File: src/rtl/usb_line_pkg.sv
// Shared types and constants for the full-speed USB transmit line stage.
package usb_line_pkg;

  localparam int unsigned BIT_CNT_W = 11;
  localparam int unsigned PHASE_CNT_W = 8;
  localparam logic [BIT_CNT_W-1:0] BIT_CNT_MAX = 11'h7FF;
  localparam logic [2:0] STUFF_LIMIT = 3'd7;

  // Line state packed as {D+, D-}
  typedef logic [1:0] line_t;

  localparam line_t LINE_J   = 2'b10;
  localparam line_t LINE_K   = 2'b01;
  localparam line_t LINE_SE0 = 2'b00;

  typedef enum logic [2:0] {
    ST_IDLE,
    ST_ACTIVE,
    ST_EOP_SE0,
    ST_EOP_J,
    ST_GAP
  } tx_state_e;

  function automatic line_t nrzi_line(input logic is_j);
    return is_j ? LINE_J : LINE_K;
  endfunction

endpackage

File: src/rtl/usb_tx_line_if.sv
// Serializer-side bit stream in, transceiver line and status out.
interface usb_tx_line_if;
  import usb_line_pkg::*;

  logic                 checkData;
  logic                 txBit;
  logic                 txOE;
  logic                 txEop;
  logic                 usbDp;
  logic                 usbDn;
  logic                 usbOE;
  logic                 txBusy;
  logic                 txDone;
  logic                 txAbort;
  logic                 stuffErr;
  logic [BIT_CNT_W-1:0] bitCount;

  modport master (
    output checkData, txBit, txOE, txEop,
    input  usbDp, usbDn, usbOE, txBusy, txDone, txAbort, stuffErr, bitCount
  );

  modport slave (
    input  checkData, txBit, txOE, txEop,
    output usbDp, usbDn, usbOE, txBusy, txDone, txAbort, stuffErr, bitCount
  );

endinterface

File: src/rtl/usb_stuff_monitor.sv
// Counts consecutive 1s in the outgoing NRZ stream; sticky flag on a run of seven.
module usb_stuff_monitor
  import usb_line_pkg::*;
(
  input  logic useClk,
  input  logic Reset,
  input  logic enable_i,
  input  logic first_i,
  input  logic bit_i,
  output logic err_o
);

  logic [2:0] ones_q;
  logic [2:0] ones_d;
  logic       err_q;

  // First bit of a packet restarts the run regardless of history
  always_comb begin
    ones_d = ones_q;
    if (!bit_i) begin
      ones_d = 3'd0;
    end else if (first_i) begin
      ones_d = 3'd1;
    end else if (ones_q != STUFF_LIMIT) begin
      ones_d = ones_q + 3'd1;
    end
  end

  always_ff @(posedge useClk) begin
    if (Reset) begin
      ones_q <= 3'd0;
      err_q  <= 1'b0;
    end else if (enable_i) begin
      ones_q <= ones_d;
      if (ones_d == STUFF_LIMIT) begin
        err_q <= 1'b1;
      end
    end
  end

  assign err_o = err_q;

endmodule

File: src/rtl/usb_tx_line.sv
// NRZI line driver with SE0-SE0-J end of packet, inter-packet gap and length count.
module usb_tx_line
  import usb_line_pkg::*;
#(
  parameter int unsigned EOP_SE0_BITS = 2,
  parameter int unsigned GAP_BITS     = 2
) (
  input  logic          useClk,
  input  logic          Reset,
  usb_tx_line_if.slave  bus
);

  tx_state_e              state_q;
  line_t                  line_q;
  logic                   nrzi_j_q;
  logic                   nrzi_j_d;
  logic                   oe_q;
  logic                   busy_q;
  logic                   done_q;
  logic                   abort_q;
  logic                   eop_q;
  logic [BIT_CNT_W-1:0]   bit_cnt_q;
  logic [BIT_CNT_W-1:0]   bit_cnt_d;
  logic [PHASE_CNT_W-1:0] phase_q;
  logic                   start_pkt;
  logic                   send_bit;
  logic                   stuff_err;

  always_comb begin
    nrzi_j_d  = bus.txBit ? nrzi_j_q : ~nrzi_j_q;
    bit_cnt_d = (bit_cnt_q == BIT_CNT_MAX) ? bit_cnt_q : bit_cnt_q + BIT_CNT_W'(1);
    start_pkt = bus.checkData && (state_q == ST_IDLE) && bus.txOE;
    send_bit  = bus.checkData && (state_q == ST_ACTIVE) && !eop_q
                && (bus.txOE || bus.txEop);
  end

  usb_stuff_monitor u_stuff (
    .useClk   (useClk),
    .Reset    (Reset),
    .enable_i (start_pkt || send_bit),
    .first_i  (start_pkt),
    .bit_i    (bus.txBit),
    .err_o    (stuff_err)
  );

  // state_q names what the line is currently driving; eop_q marks the last data bit
  always_ff @(posedge useClk) begin
    if (Reset) begin
      state_q   <= ST_IDLE;
      line_q    <= LINE_J;
      nrzi_j_q  <= 1'b1;
      oe_q      <= 1'b0;
      busy_q    <= 1'b0;
      done_q    <= 1'b0;
      abort_q   <= 1'b0;
      eop_q     <= 1'b0;
      bit_cnt_q <= '0;
      phase_q   <= '0;
    end else begin
      done_q  <= 1'b0;
      abort_q <= 1'b0;
      if (bus.checkData) begin
        case (state_q)
          ST_IDLE: begin
            if (bus.txOE) begin
              state_q   <= ST_ACTIVE;
              line_q    <= nrzi_line(nrzi_j_d);
              nrzi_j_q  <= nrzi_j_d;
              oe_q      <= 1'b1;
              busy_q    <= 1'b1;
              eop_q     <= 1'b0;
              bit_cnt_q <= BIT_CNT_W'(1);
            end
          end
          ST_ACTIVE: begin
            if (eop_q) begin
              state_q <= ST_EOP_SE0;
              line_q  <= LINE_SE0;
              eop_q   <= 1'b0;
              phase_q <= PHASE_CNT_W'(1);
            end else if (bus.txOE || bus.txEop) begin
              line_q    <= nrzi_line(nrzi_j_d);
              nrzi_j_q  <= nrzi_j_d;
              bit_cnt_q <= bit_cnt_d;
              eop_q     <= bus.txEop;
            end else begin
              // Serializer dropped OE mid-packet: close the line with an EOP now
              state_q <= ST_EOP_SE0;
              line_q  <= LINE_SE0;
              abort_q <= 1'b1;
              phase_q <= PHASE_CNT_W'(1);
            end
          end
          ST_EOP_SE0: begin
            if (phase_q == PHASE_CNT_W'(EOP_SE0_BITS)) begin
              state_q <= ST_EOP_J;
              line_q  <= LINE_J;
            end else begin
              phase_q <= phase_q + PHASE_CNT_W'(1);
            end
          end
          ST_EOP_J: begin
            state_q  <= ST_GAP;
            line_q   <= LINE_J;
            nrzi_j_q <= 1'b1;
            oe_q     <= 1'b0;
            done_q   <= 1'b1;
            phase_q  <= '0;
          end
          ST_GAP: begin
            if (phase_q == PHASE_CNT_W'(GAP_BITS - 1)) begin
              state_q <= ST_IDLE;
              busy_q  <= 1'b0;
            end else begin
              phase_q <= phase_q + PHASE_CNT_W'(1);
            end
          end
          default: begin
            state_q <= ST_IDLE;
          end
        endcase
      end
    end
  end

  assign bus.usbDp    = line_q[1];
  assign bus.usbDn    = line_q[0];
  assign bus.usbOE    = oe_q;
  assign bus.txBusy   = busy_q;
  assign bus.txDone   = done_q;
  assign bus.txAbort  = abort_q;
  assign bus.stuffErr = stuff_err;
  assign bus.bitCount = bit_cnt_q;

endmodule
File: src/flat_wrapper.sv
// flat-port wrapper written by rule: the top's interface ports become plain ports
module usb_tx_line_flat import usb_line_pkg::*;
#(
  parameter int unsigned EOP_SE0_BITS = 2,
  parameter int unsigned GAP_BITS     = 2
)
  (useClk, Reset, bus_checkData, bus_txBit, bus_txOE, bus_txEop, bus_usbDp, bus_usbDn, bus_usbOE, bus_txBusy, bus_txDone, bus_txAbort, bus_stuffErr, bus_bitCount);
  usb_tx_line_if bus_i ();
  input  logic useClk;
  input  logic Reset;
  input wire logic [$bits(bus_i.checkData)-1:0] bus_checkData;
  input wire logic [$bits(bus_i.txBit)-1:0] bus_txBit;
  input wire logic [$bits(bus_i.txOE)-1:0] bus_txOE;
  input wire logic [$bits(bus_i.txEop)-1:0] bus_txEop;
  output wire logic [$bits(bus_i.usbDp)-1:0] bus_usbDp;
  output wire logic [$bits(bus_i.usbDn)-1:0] bus_usbDn;
  output wire logic [$bits(bus_i.usbOE)-1:0] bus_usbOE;
  output wire logic [$bits(bus_i.txBusy)-1:0] bus_txBusy;
  output wire logic [$bits(bus_i.txDone)-1:0] bus_txDone;
  output wire logic [$bits(bus_i.txAbort)-1:0] bus_txAbort;
  output wire logic [$bits(bus_i.stuffErr)-1:0] bus_stuffErr;
  output wire logic [$bits(bus_i.bitCount)-1:0] bus_bitCount;
  assign bus_i.checkData = bus_checkData;
  assign bus_i.txBit = bus_txBit;
  assign bus_i.txOE = bus_txOE;
  assign bus_i.txEop = bus_txEop;
  assign bus_usbDp = bus_i.usbDp;
  assign bus_usbDn = bus_i.usbDn;
  assign bus_usbOE = bus_i.usbOE;
  assign bus_txBusy = bus_i.txBusy;
  assign bus_txDone = bus_i.txDone;
  assign bus_txAbort = bus_i.txAbort;
  assign bus_stuffErr = bus_i.stuffErr;
  assign bus_bitCount = bus_i.bitCount;
  usb_tx_line #(.EOP_SE0_BITS(EOP_SE0_BITS), .GAP_BITS(GAP_BITS)) u_core (.useClk(useClk), .Reset(Reset), .bus(bus_i));
endmodule
File: config.mk
export PLATFORM = sky130hd
export DESIGN_NAME = usb_tx_line_flat
export DESIGN_NICKNAME = d
export VERILOG_FILES = /design/src/rtl/usb_line_pkg.sv /design/src/rtl/usb_tx_line_if.sv /design/src/rtl/usb_stuff_monitor.sv /design/src/rtl/usb_tx_line.sv /design/src/flat_wrapper.sv
export SDC_FILE = /design/constraint.sdc
export NUM_CORES = 1
export LEC_CHECK = 0
export CORE_AREA = 2 2 103 55
export DETAILED_ROUTE_END_ITERATION = 10
export DIE_AREA = 0 0 105 57
export HOLD_SLACK_MARGIN = 0.12
export SLEW_MARGIN = 40
export SYNTH_ARGS = -nofsm -noshare
export SYNTH_HDL_FRONTEND = slang
export SYNTH_SLANG_ARGS = --single-unit
File: constraint.sdc
create_clock -name useClk -period 4.4 [get_ports useClk]
set_input_delay 0.66 -clock useClk [delete_from_list [all_inputs] [get_ports useClk]]
set_output_delay 0.66 -clock useClk [all_outputs]
set_load 0.005 [all_outputs]
# Yosys cells after proc, flatten, opt, wreduce, memory -nomap -nowiden
# Cells that the tools add are included.
# totals
reg_bits	34
inputBits	6
elab_cells	102
# op_classes
add_sub_neg	3
eq_ne	18
n_mux	40
bitwise	3
reduce_logical	26
# op_table
op	count
$mux W11	4
$mux W8	4
$pmux W8 S4	1
$mux W3	8
$pmux W11 S2	1
$pmux W3 S5	1
$reduce_and A5 Y1	3
$ne A2 B2 Y1 const B	6
$add A11 B1 Y11 const B	1
$eq A11 B11 Y1 const B	1
$mux W1	11
$mux W2	5
$add A8 B1 Y8 const B	1
$eq A8 B1 Y1 const B	1
$eq A8 B2 Y1 const B	1
$pmux W2 S4	1
$reduce_and A4 Y1	2
$reduce_bool A4 Y1	2
$eq A3 B2 Y1 const B	2
$eq A3 B3 Y1 const B	2
$pmux W1 S2	3
$reduce_and A3 Y1	2
$reduce_and A6 Y1	1
$reduce_bool A2 Y1	3
15 further kinds	23

# Longest topological paths before layout
# Gate-level depths: netlist (run 1).
# depth
ltp_word	7
depth_mapped	6
ltp_nobuf	6

# Modules after synthesis
# From an unflattened synthesis (run 1), not the netlist that was laid out.
# hier_totals
cells_unflattened	226
hier_area_um2	1863.0
# by_module_without_submodules
mod	instances	cells_each	area_per_inst_um2	seq_area_each_um2
usb_tx_line	1	201	1641.6	600.6
usb_stuff_monitor	1	25	221.5	80.1

# Worst setup path before layout (run 1)
# No wires, ideal clock.
# synth_timing
kind	input to register
startpoint	in bus_checkData
endpoint	reg u_core.bit_cnt_q[2], in the netlist u_core.bus.bitCount[2]
arrival_time_ps	1630
required_time_ps	4263
setup_slack_ps	2633
path_stages	5
path_buffers	1
cell_sequence	clkbuf_2 -> and4bb_2 -> a22oi_2 -> o21ai_1 -> a31oi_1
# synth_via
elab_chain_len	1
# synth_lines
element	line_no	text
from (decl)	flat_wrapper.sv:11	input wire logic [$bits(bus_i.checkData)-1:0] bus_checkData;
$reduce_and A6 Y1 (no source line)	-	
to (signal assigned)	usb_tx_line.sv:84	bit_cnt_q <= bit_cnt_d;
to (decl)	usb_tx_line.sv:22	logic [BIT_CNT_W-1:0] bit_cnt_q;
# No other way between the ends.
# A chain may end at the register's enable or synchronous reset.

# Final worst setup path (run 1)
# layout_timing
startpoint	in bus_checkData
endpoint	reg u_core.bit_cnt_q[8], in the netlist u_core.bus.bitCount[8]
# Same word-level chain as after synthesis.

==> results of run 1 <==
[path summary, 6_finish.rpt]
kind	to	from	slack (ns)	cells past startpoint
worst max-delay path	u_core.bus.bitCount[8]$_SDFFE_PP0P_	bus_checkData	1.82	5
worst min-delay path	u_core.bus.txBusy$_SDFFE_PP0P_	u_core.bus.txBusy$_SDFFE_PP0P_	0.46	1
worst max register to register	u_core.bus.bitCount[9]$_SDFFE_PP0P_	u_core.state_q[0]$_SDFFE_PP0P_	2.27	4
worst min register to register	u_core.bus.txBusy$_SDFFE_PP0P_	u_core.bus.txBusy$_SDFFE_PP0P_	0.46	1
[power by group through the flow]
stage	logic, mW	registers, mW	clock network [mW]
floorplan	0.0635	0.330	0
global placement	0.0924	0.335	0
detailed placement	0.0923	0.335	0
CTS	0.0930	0.328	0.248
global route	0.104	0.330	0.260
finish	0.0945	0.328	0.242
[state kept, by name, indices dropped and copies added (netlist names)]
signal                 flops
u_core.bus.bitCount       11
u_core.phase_q             8
u_core.state_q             3
u_core.u_stuff.ones_q      3
u_core.line_q              2
u_core.bus.txAbort         1
u_core.bus.txBusy          1
u_core.bus.txDone          1
u_core.bus.usbOE           1
u_core.eop_q               1
u_core.nrzi_j_q            1
u_core.u_stuff.err_o       1
[cell type report]
cell class                 count  share of cell area, %
clock buffer                   7                   3.65
clock inverter                 1                  0.212
inverter                       8                   1.27
multi-input combinational    182                   52.1
sequential                    34                   28.8
tap                           73                   3.87
timing repair buffer          24                   10.1
[cell usage in the layout, fill, tap and decap left out, types with 4 or more instances in the layout]
master and count:
sky130_fd_sc_hd__a21oi_1 6, sky130_fd_sc_hd__a31oi_1 17, sky130_fd_sc_hd__and2_1 4, sky130_fd_sc_hd__and3_1 5
sky130_fd_sc_hd__clkbuf_8 6, sky130_fd_sc_hd__clkdlybuf4s50_1 23, sky130_fd_sc_hd__dfxtp_1 34, sky130_fd_sc_hd__ha_1 5
sky130_fd_sc_hd__inv_1 8, sky130_fd_sc_hd__mux2i_1 4, sky130_fd_sc_hd__nand2_1 12, sky130_fd_sc_hd__nand3_1 13
sky130_fd_sc_hd__nand4_1 8, sky130_fd_sc_hd__nor2_1 16, sky130_fd_sc_hd__nor2b_1 4, sky130_fd_sc_hd__nor3_1 7
sky130_fd_sc_hd__o21a_1 4, sky130_fd_sc_hd__o21ai_0 12, sky130_fd_sc_hd__or3_1 4
[cells by family (layout without fill, tap and decap cells)]
| logic type | count (synthesis) | count (layout) | share of synthesized area, % |
|---|---|---|---|
| AND/OR/NAND/NOR | 95 | 95 | 27.8 |
| AO/OA/AOI/OAI | 75 | 75 | 27.5 |
| flip-flops | 34 | 34 | 34.2 |
| buffers and inverters | 19 | 40 | 3.96 |
| adder cells (fa/ha/maj) | 5 | 5 | 3.14 |
| multiplexers | 4 | 4 | 2.01 |
| XOR/XNOR | 3 | 3 | 1.32 |
[stage by stage]
stage,hold slack [ns],total power [mW],setup WS [ns],util [%],instances
global placement,0.447,0.427,1.62,43.8,321
detailed placement,0.455,0.427,1.59,43.8,321
global route,0.504,0.694,1.58,45.6,329
finish,0.464,0.664,1.82,45.6,329
floorplan,0.454,0.394,2.63,-,235
CTS,0.472,0.669,1.87,45.6,329
[routing by layer]
metal / share of wire (%) / wire (um) / up-vias
met5: 0 / 0 / -
met4: 1.2 / 63 / 0
met3: 7.5 / 403 / 7
met2: 34 / 1810 / 65
met1: 57 / 3060 / 902
li1: - / - / 957
==> Flow_metrics.wiki, run 1 <==
{| class="wikitable"
! Metric !! Value
|-
| Endpoints failing hold || 0
|-
| Share of the synthesized area in the top cell type || 34.2%
|-
| Number of synthesized register bits || 34
|-
| Max Fanout on Critical Path || 18
|-
| Share of post-route cells with drive strength above 1 || 8.59%
|-
| Post-synthesis sequential area ratio || 34.2%
|-
| Total detailed-routing wirelength || 5.34 mm
|-
| Weighted congestion at the end of routability-driven global placement || 0.808
|-
| Met2 global-route usage || 21.5%
|-
| Max Transition Viols Final || 0
|-
| Post-cts repair resize count || 0
|-
| Area leader, netlist || sky130_fd_sc_hd__dfxtp_1
|-
| Detailed-route wire length per cell || 16.2 um
|-
| Syn_nets || 246
|-
| Register Area || 681 um2
|-
| CTS H-Tree Depth || 2
|-
| Fraction of the cycle the final worst path needs || 58.5%
|-
| Top cells by count, synth || 34 x sky130_fd_sc_hd__dfxtp_1, 17 x sky130_fd_sc_hd__a31oi_1, 16 x sky130_fd_sc_hd__nor2_1
|-
| Comb power frac || 14.2%
|-
| Area of the die || 5990 um2
|-
| Arrival time at the worst endpoint || 2.73 ns
|-
| CTS Root Buffer Type || sky130_fd_sc_hd__clkbuf_8
|-
| Critical path type || in -> reg
|-
| Mean instance size in the synthesized netlist || 8.47 um2
|-
| Number of global-route vias before repair || 1667
|-
| Met1 capacity usage during global routing || 32.4%
|-
| Most instantiated library cell after synthesis || sky130_fd_sc_hd__dfxtp_1
|-
| Tightest Pin Transition || 0.613 ns
|-
| Global-route wire length before repair || 8.89 mm
|-
| Quantity of hold-fixing buffers added after cts || 0
|-
| GRT overflow || 0
|-
| Stage delay of the slowest cell on the critical path || 0.86 ns
|-
| Post-DP HPWL || 3.91 mm
|-
| Most congested layer reported by global routing || met1
|-
| Synth Warn # || 0
|-
| Number of antenna-violating nets in the routed design || 0
|-
| Main area contributors after synthesis || sky130_fd_sc_hd__dfxtp_1 34%, sky130_fd_sc_hd__a31oi_1 5.3%, sky130_fd_sc_hd__nand3_1 3.3%
|-
| Area of all placed cells without fillers || 2360 um2
|-
| FFs w/ async S/R, synth || 0%
|-
| Number of primary I/O pins || 24
|-
| Area growth from synthesis to layout || 18.7%
|-
| Starting utilization of the core area || 38.4%
|-
| Clock Sink Count || 34
|-
| Cell count after synthesis || 235
|-
| Path category of the worst min-delay check || reg -> reg
|-
| Post-CTS Setup Repair Bufs || 0
|-
| Final setup TNS || 0 ns
|-
| Normalized max-slew margin || 59.0%
|-
| Total number of nets in the final design || 266
|-
| Largest net degree at the start of global routing || 25
|-
| Required time at the worst-slack endpoint || 4.55 ns
|-
| Placeable core region || 5180 um2
|-
| Combined area of all synthesized cells || 1990 um2
|-
| Die width || 105 um
|-
| Achievable clock frequency || 0.388 GHz
|-
| Unrepaired setup endpoints after global routing || false
|-
| Internal power of the cells || 481 uW
|-
| VDD IR max || 0.146 mV
|-
| Filler cell count || 542
|-
| Total number of vias || 1931
|-
| Net load switching power || 183 uW
|-
| Maximum Capacitance Violations || 0
|-
| Sequential share of power || 49.4%
|-
| Footprint of the multi-input gates || 1230 um2
|-
| Global-route track usage on met3 || 4.46%
|-
| Critical Path, Cell by Cell || clkdlybuf4s50_1, and4bb_2, a22oi_2, o21ai_1, a31oi_1
|-
| Commonest register cell after synthesis || sky130_fd_sc_hd__dfxtp_1
|-
| Cell family with the largest share of critical-path delay || buffers and inverters
|-
| Number of synthesized flops with an enable pin || 0
|-
| Clock transition at the register clock pins on the worst setup and hold paths after CTS || 0.07 ns
|-
| Result of the run || completed
|-
| Relative contribution of the clock network to total power || 36.3%
|-
| Critical path buffers and inverters || 1
|-
| Maximum count of clock buffers along a single path || 2
|-
| Final setup viols || 0
|-
| Number of cell rows || 19
|-
| Antenna fix cells || 0
|-
| I/O Buffers || 23
|-
| Number of distinct library cell variants in the gate-level netlist after synthesis || 63
|-
| Via/cell ratio || 5.87
|-
| Clock tree skew after final layout || 0.00794 ns
|-
| TritonCTS clock tree || built
|-
| Leakage component of the power || 0.807 nW
|-
| Antenna violations before repair || 0
|-
| Category of the worst setup path launch point || primary input
|-
| Power density cells || 281 nW/um2
|-
| Inserted Clock Buffers || 5
|-
| First DRT Iteration DRCs || 161
|-
| Setup crit end kind || flop
|-
| Cell with the largest stage delay on the worst path || sky130_fd_sc_hd__clkdlybuf4s50_1
|-
| Worst skew pair latency || 0.29 ns
|-
| Placed Area || 2270 um2
|-
| Iteration count of the initial detailed-routing pass || 4
|-
| All-Layer GR Usage || 18.8%
|-
| Post-route DRC violation count || 0
|-
| Die height || 57 um
|-
| Proportion of total power due to net switching || 27.5%
|-
| Minimum period implied by the final worst setup slack || 2.58 ns
|}
No activity file was read; power rests on OpenSTA's default activity.
==> run 2, diff against run 1 <==
clock period = 2.37 ns   (was 4.4 ns; I/O delays follow)
==> run 2 against run 1 <==
Cell area rose by 3.0%. Register-to-register slack got worse by 1.9 ns. Clock skew barely moved. Global-route usage fell by 0.084 points. Largest power group unchanged. Sequential power rose by 85%. Via count rose by 1.6%. Power rose by 89%. Setup slack got worse by 1.4 ns. Non-clock buffer count rose by 9. Clock power rose by 89%. Largest cell class unchanged.
==> Flow_metrics.wiki, run 2 (same netlist as run 1, synthesis figures left out) <==
{| class="wikitable"
! Metric !! Value
|-
| Result of the run || completed
|-
| Final setup viols || 0
|-
| Startpoint of the tightest hold check path || u_core.u_stuff.err_o$_SDFFE_PP0P_
|-
| Global-route wire length before repair || 8.88 mm
|-
| Beginning of the critical path || u_core.phase_q[0]$_SDFFE_PP0P_
|-
| Max Transition Viols Final || 0
|-
| GRT overflow || 0
|-
| Final setup TNS || 0 ns
|-
| Achievable clock frequency || 0.505 GHz
|-
| Via/cell ratio || 5.80
|-
| Post-route DRC violation count || 0
|-
| Clock transition at the register clock pins on the worst setup and hold paths after CTS || 0.08 ns
|-
| Placeable core region || 5180 um2
|-
| Largest register FFs || 11
|-
| Fraction of the cycle the final worst path needs || 83.6%
|-
| Max Fanout on Critical Path || 7
|-
| Worst hold margin || 0.468 ns
|-
| Area growth from synthesis to layout || 22.2%
|-
| Unrepaired setup endpoints after global routing || false
|-
| Total number of vias || 1962
|-
| Inserted Clock Buffers || 5
|-
| Total detailed-routing wirelength || 5.36 mm
|-
| Die height || 57 um
|-
| Critical Path, Cell by Cell || inv_1, ha_1, and3b_1, o211ai_1, nand4_1, a32o_1
|-
| Antenna fix cells || 0
|-
| Most frequent cells in the layout || 34 x sky130_fd_sc_hd__dfxtp_1, 23 x sky130_fd_sc_hd__clkdlybuf4s50_1, 17 x sky130_fd_sc_hd__a31oi_1
|-
| Most common library cell in the layout ignoring fill and taps || sky130_fd_sc_hd__dfxtp_1
|-
| Cell with the largest stage delay on the worst path || sky130_fd_sc_hd__dfxtp_1
|-
| Critical path buffers and inverters || 1
|-
| Critical path type || reg -> reg
|-
| Weighted congestion at the end of routability-driven global placement || 0.819
|-
| Post-DP HPWL || 3.98 mm
|-
| Detailed-route wire length per cell || 15.9 um
|-
| Number of global-route vias before repair || 1692
|-
| Filler cell count || 537
|-
| Die width || 105 um
|-
| Category of the worst setup path launch point || flop
|-
| Worst skew pair latency || 0.29 ns
|-
| Minimum period implied by the final worst setup slack || 1.98 ns
|-
| First DRT Iteration DRCs || 206
|-
| Iteration count of the initial detailed-routing pass || 5
|-
| All-Layer GR Usage || 18.8%
|-
| Stage delay of the slowest cell on the critical path || 0.48 ns
|-
| Maximum Capacitance Violations || 0
|-
| Largest net degree at the start of global routing || 18
|-
| Share of post-route cells with drive strength above 1 || 12.1%
|-
| Post-cts repair resize count || 0
|-
| Starting utilization of the core area || 38.4%
|-
| Count of non-filler cells in the finished layout || 338
|-
| CTS Root Buffer Type || sky130_fd_sc_hd__clkbuf_8
|-
| Endpoints failing hold || 0
|-
| Post-CTS Setup Repair Bufs || 0
|-
| Quantity of hold-fixing buffers added after cts || 0
|-
| TritonCTS clock tree || built
|-
| Number of antenna-violating nets in the routed design || 0
|-
| Power density cells || 517 nW/um2
|-
| Clock Sink Count || 34
|-
| Path category of the worst min-delay check || reg -> reg
|-
| Leakage component of the power || 0.851 nW
|-
| Area of the die || 5990 um2
|-
| Cell family with the largest share of critical-path delay || compound AO/OA/AOI/OAI gates
|-
| Start of the worst register-to-register path || u_core.phase_q[0]$_SDFFE_PP0P_
|-
| Setup crit end kind || flop
|-
| Antenna violations before repair || 0
|-
| Tightest Pin Transition || 0.608 ns
|-
| Clock tree skew after final layout || 0.00824 ns
|-
| CTS H-Tree Depth || 2
|-
| Arrival time at the worst endpoint || 2.16 ns
|-
| VDD IR max || 0.246 mV
|-
| Number of cell rows || 19
|-
| Maximum count of clock buffers along a single path || 2
|-
| Total number of nets in the final design || 275
|-
| I/O Buffers || 23
|-
| Normalized max-slew margin || 59.2%
|-
| Total instance count after detailed placement || 330
|-
| Number of primary I/O pins || 24
|-
| Required time at the worst-slack endpoint || 2.55 ns
|}
## run 2: cell count changes in the layout (fill, tap and decap cells not counted), sizes merged
| cell | change |
|---|---|
| buf | +9 |
| clkbuf | -1 |
| clkinvlp | +1 |
## run 2: cell type report
cell class                 instances  area [um2]  share of cell area [%]
multi-input combinational        182        1230                    50.6
timing repair buffer              33         305                    12.5
inverter                           8        30.0                    1.23
sequential                        34         681                    28.0
tap                               73        91.3                    3.75
clock buffer                       6        82.6                    3.39
clock inverter                     2        12.5                   0.514
## run 2: final timing paths
| kind | end | slack [ns] | depth (start not counted) |
|---|---|---|---|
| hold reg to reg | u_core.u_stuff.err_o$_SDFFE_PP0P_ | 0.47 | 2 |
| setup / recovery | u_core.phase_q[4]$_SDFFE_PP0P_ | 0.39 | 6 |
| setup reg to reg | u_core.phase_q[4]$_SDFFE_PP0P_ | 0.39 | 6 |
| hold / removal | u_core.u_stuff.err_o$_SDFFE_PP0P_ | 0.47 | 2 |
## run 2: metrics by stage
step / utilization [%] / total power [mW] / setup WS [ns] / instance area [um2]
after global routing: 47.0 / 1.32 / 0.164 / 2430
after CTS: 47.0 / 1.26 / 0.413 / 2430
final: 47.0 / 1.26 / 0.389 / 2430
after floorplan: - / 0.731 / 0.705 / 1990
after global placement: 45.1 / 0.810 / 0.163 / 2340
after detailed placement: 45.1 / 0.809 / 0.140 / 2340
## run 2: worst min-delay path: cells and delay by family, from the launching register on
| family | cells | cell delay (ns) |
|---|---|---|
| compound gates | 1 | 0.04 |
| simple gates | 1 | 0.07 |
| flops | 1 | 0.33 |
## run 2: layer usage
metal / up-vias / part of all wire, % / track usage (%) / wire, um
met1: 900 / 58 / 32.7 / 3110
met2: 84 / 32 / 20.7 / 1720
met4: 0 / 0.80 / 4.19 / 43
li1: 970 / - / - / -
met3: 8 / 9.1 / 5.14 / 487
met5: - / 0 / 0 / 0
## run 2: power breakdown
part           leakage (nW)  internal, mW  switching (mW)  total (mW)
combinational         0.529        0.0819           0.111       0.193
sequential            0.276         0.587          0.0203       0.607
clock                0.0472         0.234           0.225       0.458
total                 0.851         0.903           0.356        1.26
==> run 3, diff against run 2 <==
clock period = 2.03 ns   (was 2.37 ns; I/O delays follow)
==> run 3 against run 2 <==
Hold slack about the same. First-iteration DRC count is 17% lower. Sequential share of layout area fell by 0.89 points. Setup slack worse by 0.15 ns. Via count increased by 2.2%. Wire length up 2.3%. Clock skew is 0.00098 ns lower. Utilization is 1.5 points higher. Critical path depth is 1 lower. Critical endpoint is now u_core.phase_q[5]$_SDFFE_PP0P_. Largest power group unchanged.
==> Flow_metrics.wiki, run 3 (same netlist as run 1, synthesis figures left out) <==
{| class="wikitable"
! Metric !! Value
|-
| Result of the run || completed
|-
| Most common library cell in the layout ignoring fill and taps || sky130_fd_sc_hd__dfxtp_1
|-
| Filler cell count || 530
|-
| Post-DP HPWL || 4.13 mm
|-
| Total number of vias || 2005
|-
| Unrepaired setup endpoints after global routing || false
|-
| Total power draw || 1.41 mW
|-
| Met1 capacity usage during global routing || 33.3%
|-
| Post-CTS Setup Repair Bufs || 0
|-
| Critical path buffers and inverters || 1
|-
| Worst skew pair latency || 0.28 ns
|-
| Setup crit end kind || flop
|-
| Via/cell ratio || 5.74
|-
| Leakage component of the power || 0.906 nW
|-
| Tightest Pin Transition || 0.407 ns
|-
| Arrival time at the worst endpoint || 2.00 ns
|-
| Cell with the largest stage delay on the worst path || sky130_fd_sc_hd__dfxtp_1
|-
| Minimum period implied by the final worst setup slack || 1.79 ns
|-
| Area of the die || 5990 um2
|-
| Quantity of hold-fixing buffers added after cts || 0
|-
| Critical Path, Cell by Cell || buf_4, and3b_1, o211a_1, nor4_1, mux2i_1
|-
| VDD IR max || 0.229 mV
|-
| Footprint of the multi-input gates || 1240 um2
|-
| Beginning of the critical path || u_core.state_q[0]$_SDFFE_PP0P_
|-
| Share of post-route cells with drive strength above 1 || 15.6%
|-
| Iteration count of the initial detailed-routing pass || 4
|-
| Clock tree skew after final layout || 0.00726 ns
|-
| Most frequent cells in the layout || 34 x sky130_fd_sc_hd__dfxtp_1, 23 x sky130_fd_sc_hd__clkdlybuf4s50_1, 22 x sky130_fd_sc_hd__buf_4
|-
| I/O Buffers || 23
|-
| Critical path type || reg -> reg
|-
| Fraction of the cycle the final worst path needs || 88.3%
|-
| Max Fanout on Critical Path || 9
|-
| CTS H-Tree Depth || 2
|-
| First DRT Iteration DRCs || 170
|-
| Inserted Clock Buffers || 5
|-
| Met2 global-route usage || 25.0%
|-
| Antenna fix cells || 0
|-
| Area growth from synthesis to layout || 26.3%
|-
| Number of cell rows || 19
|-
| CTS Root Buffer Type || sky130_fd_sc_hd__clkbuf_8
|-
| Die height || 57 um
|-
| Total detailed-routing wirelength || 5.48 mm
|-
| Weighted congestion at the end of routability-driven global placement || 0.821
|-
| Clock Sink Count || 34
|-
| Cell family with the largest share of critical-path delay || simple AND/OR/NAND/NOR gates
|-
| Start of the worst register-to-register path || u_core.state_q[0]$_SDFFE_PP0P_
|-
| Starting utilization of the core area || 38.4%
|-
| Category of the worst setup path launch point || flop
|-
| Maximum count of clock buffers along a single path || 2
|-
| Pre-CTS setup slack || -0.0557 ns
|-
| Most congested layer reported by global routing || met1
|-
| Antenna violations before repair || 0
|-
| Achievable clock frequency || 0.558 GHz
|-
| Global-route wire length before repair || 9.63 mm
|-
| Startpoint of the tightest hold check path || u_core.u_stuff.err_o$_SDFFE_PP0P_
|-
| Detailed-route wire length per cell || 15.7 um
|-
| Endpoints failing hold || 0
|-
| Die width || 105 um
|-
| Post-cts repair resize count || 0
|-
| Max Transition Viols Final || 0
|-
| Stage delay of the slowest cell on the critical path || 0.48 ns
|-
| Maximum Capacitance Violations || 0
|-
| Largest register FFs || 11
|-
| Register Area || 681 um2
|-
| Largest net degree at the start of global routing || 17
|-
| Clock transition at the register clock pins on the worst setup and hold paths after CTS || 0.07 ns
|-
| Total number of nets in the final design || 287
|-
| Final setup viols || 0
|-
| Required time at the worst-slack endpoint || 2.24 ns
|-
| All-Layer GR Usage || 20.2%
|-
| GRT overflow || 0
|-
| Normalized max-slew margin || 72.8%
|-
| Post-route DRC violation count || 0
|-
| Path category of the worst min-delay check || reg -> reg
|-
| Placeable core region || 5180 um2
|-
| Global-route track usage on met3 || 4.91%
|-
| TritonCTS clock tree || built
|-
| Number of primary I/O pins || 24
|-
| Power density cells || 563 nW/um2
|-
| Setup slack after layout || 0.238 ns
|-
| Worst hold margin || 0.469 ns
|-
| Number of global-route vias before repair || 1934
|-
| Number of antenna-violating nets in the routed design || 0
|}
## run 3: cell count changes in the layout (fill, tap and decap cells not counted), sizes merged
cell      change
buf          +12
clkbuf        +1
clkinvlp      -1
clkinv        -1
## run 3: through the flow
step	utilization, %	cell area, um2	instances	TNS [ns]
global route	48.5	2510	349	0
CTS	48.3	2500	349	0
detailed placement	46.9	2430	342	-0.301
global placement	46.9	2430	342	-0.193
floorplan	-	1990	235	0
finish	48.5	2510	349	0
## run 3: area by class of cell
| cell class | instances | area share, % |
|---|---|---|
| clock buffers | 7 | 3.04 |
| repair buffers | 45 | 15.7 |
| multi-input cells | 182 | 49.3 |
| well taps | 73 | 3.63 |
| inverters | 8 | 1.19 |
| flip-flops and latches | 34 | 27.1 |
## run 3: worst paths after layout
check | to | slack [ns] | depth (start not counted)
worst max-delay path | u_core.phase_q[5]$_SDFFE_PP0P_ | 0.24 | 5
worst min-delay path | u_core.u_stuff.err_o$_SDFFE_PP0P_ | 0.47 | 2
worst max register to register | u_core.phase_q[5]$_SDFFE_PP0P_ | 0.24 | 5
worst min register to register | u_core.u_stuff.err_o$_SDFFE_PP0P_ | 0.47 | 2
## run 3: worst register-to-register path: cells and delay by family, from the launching register on
family,cells,cell delay (ns)
and+or+nand+nor,2,0.54
DFF,1,0.48
AOI/OAI and AO/OA,1,0.25
muxes,1,0.23
buffers and inverters,1,0.22
## run 3: report_power, final
| group | leakage, nW | switching [mW] | internal [mW] |
|---|---|---|---|
| Combinational | 0.592 | 0.134 | 0.108 |
| Clock | 0.0383 | 0.230 | 0.236 |
| Sequential | 0.276 | 0.0209 | 0.686 |
## run 3: routing by layer
layer | routed length (um) | up-vias
li1 | - | 995
met1 | 3070 | 956
met2 | 1950 | 49
met3 | 423 | 5
met4 | 44 | 0
met5 | 0 | -
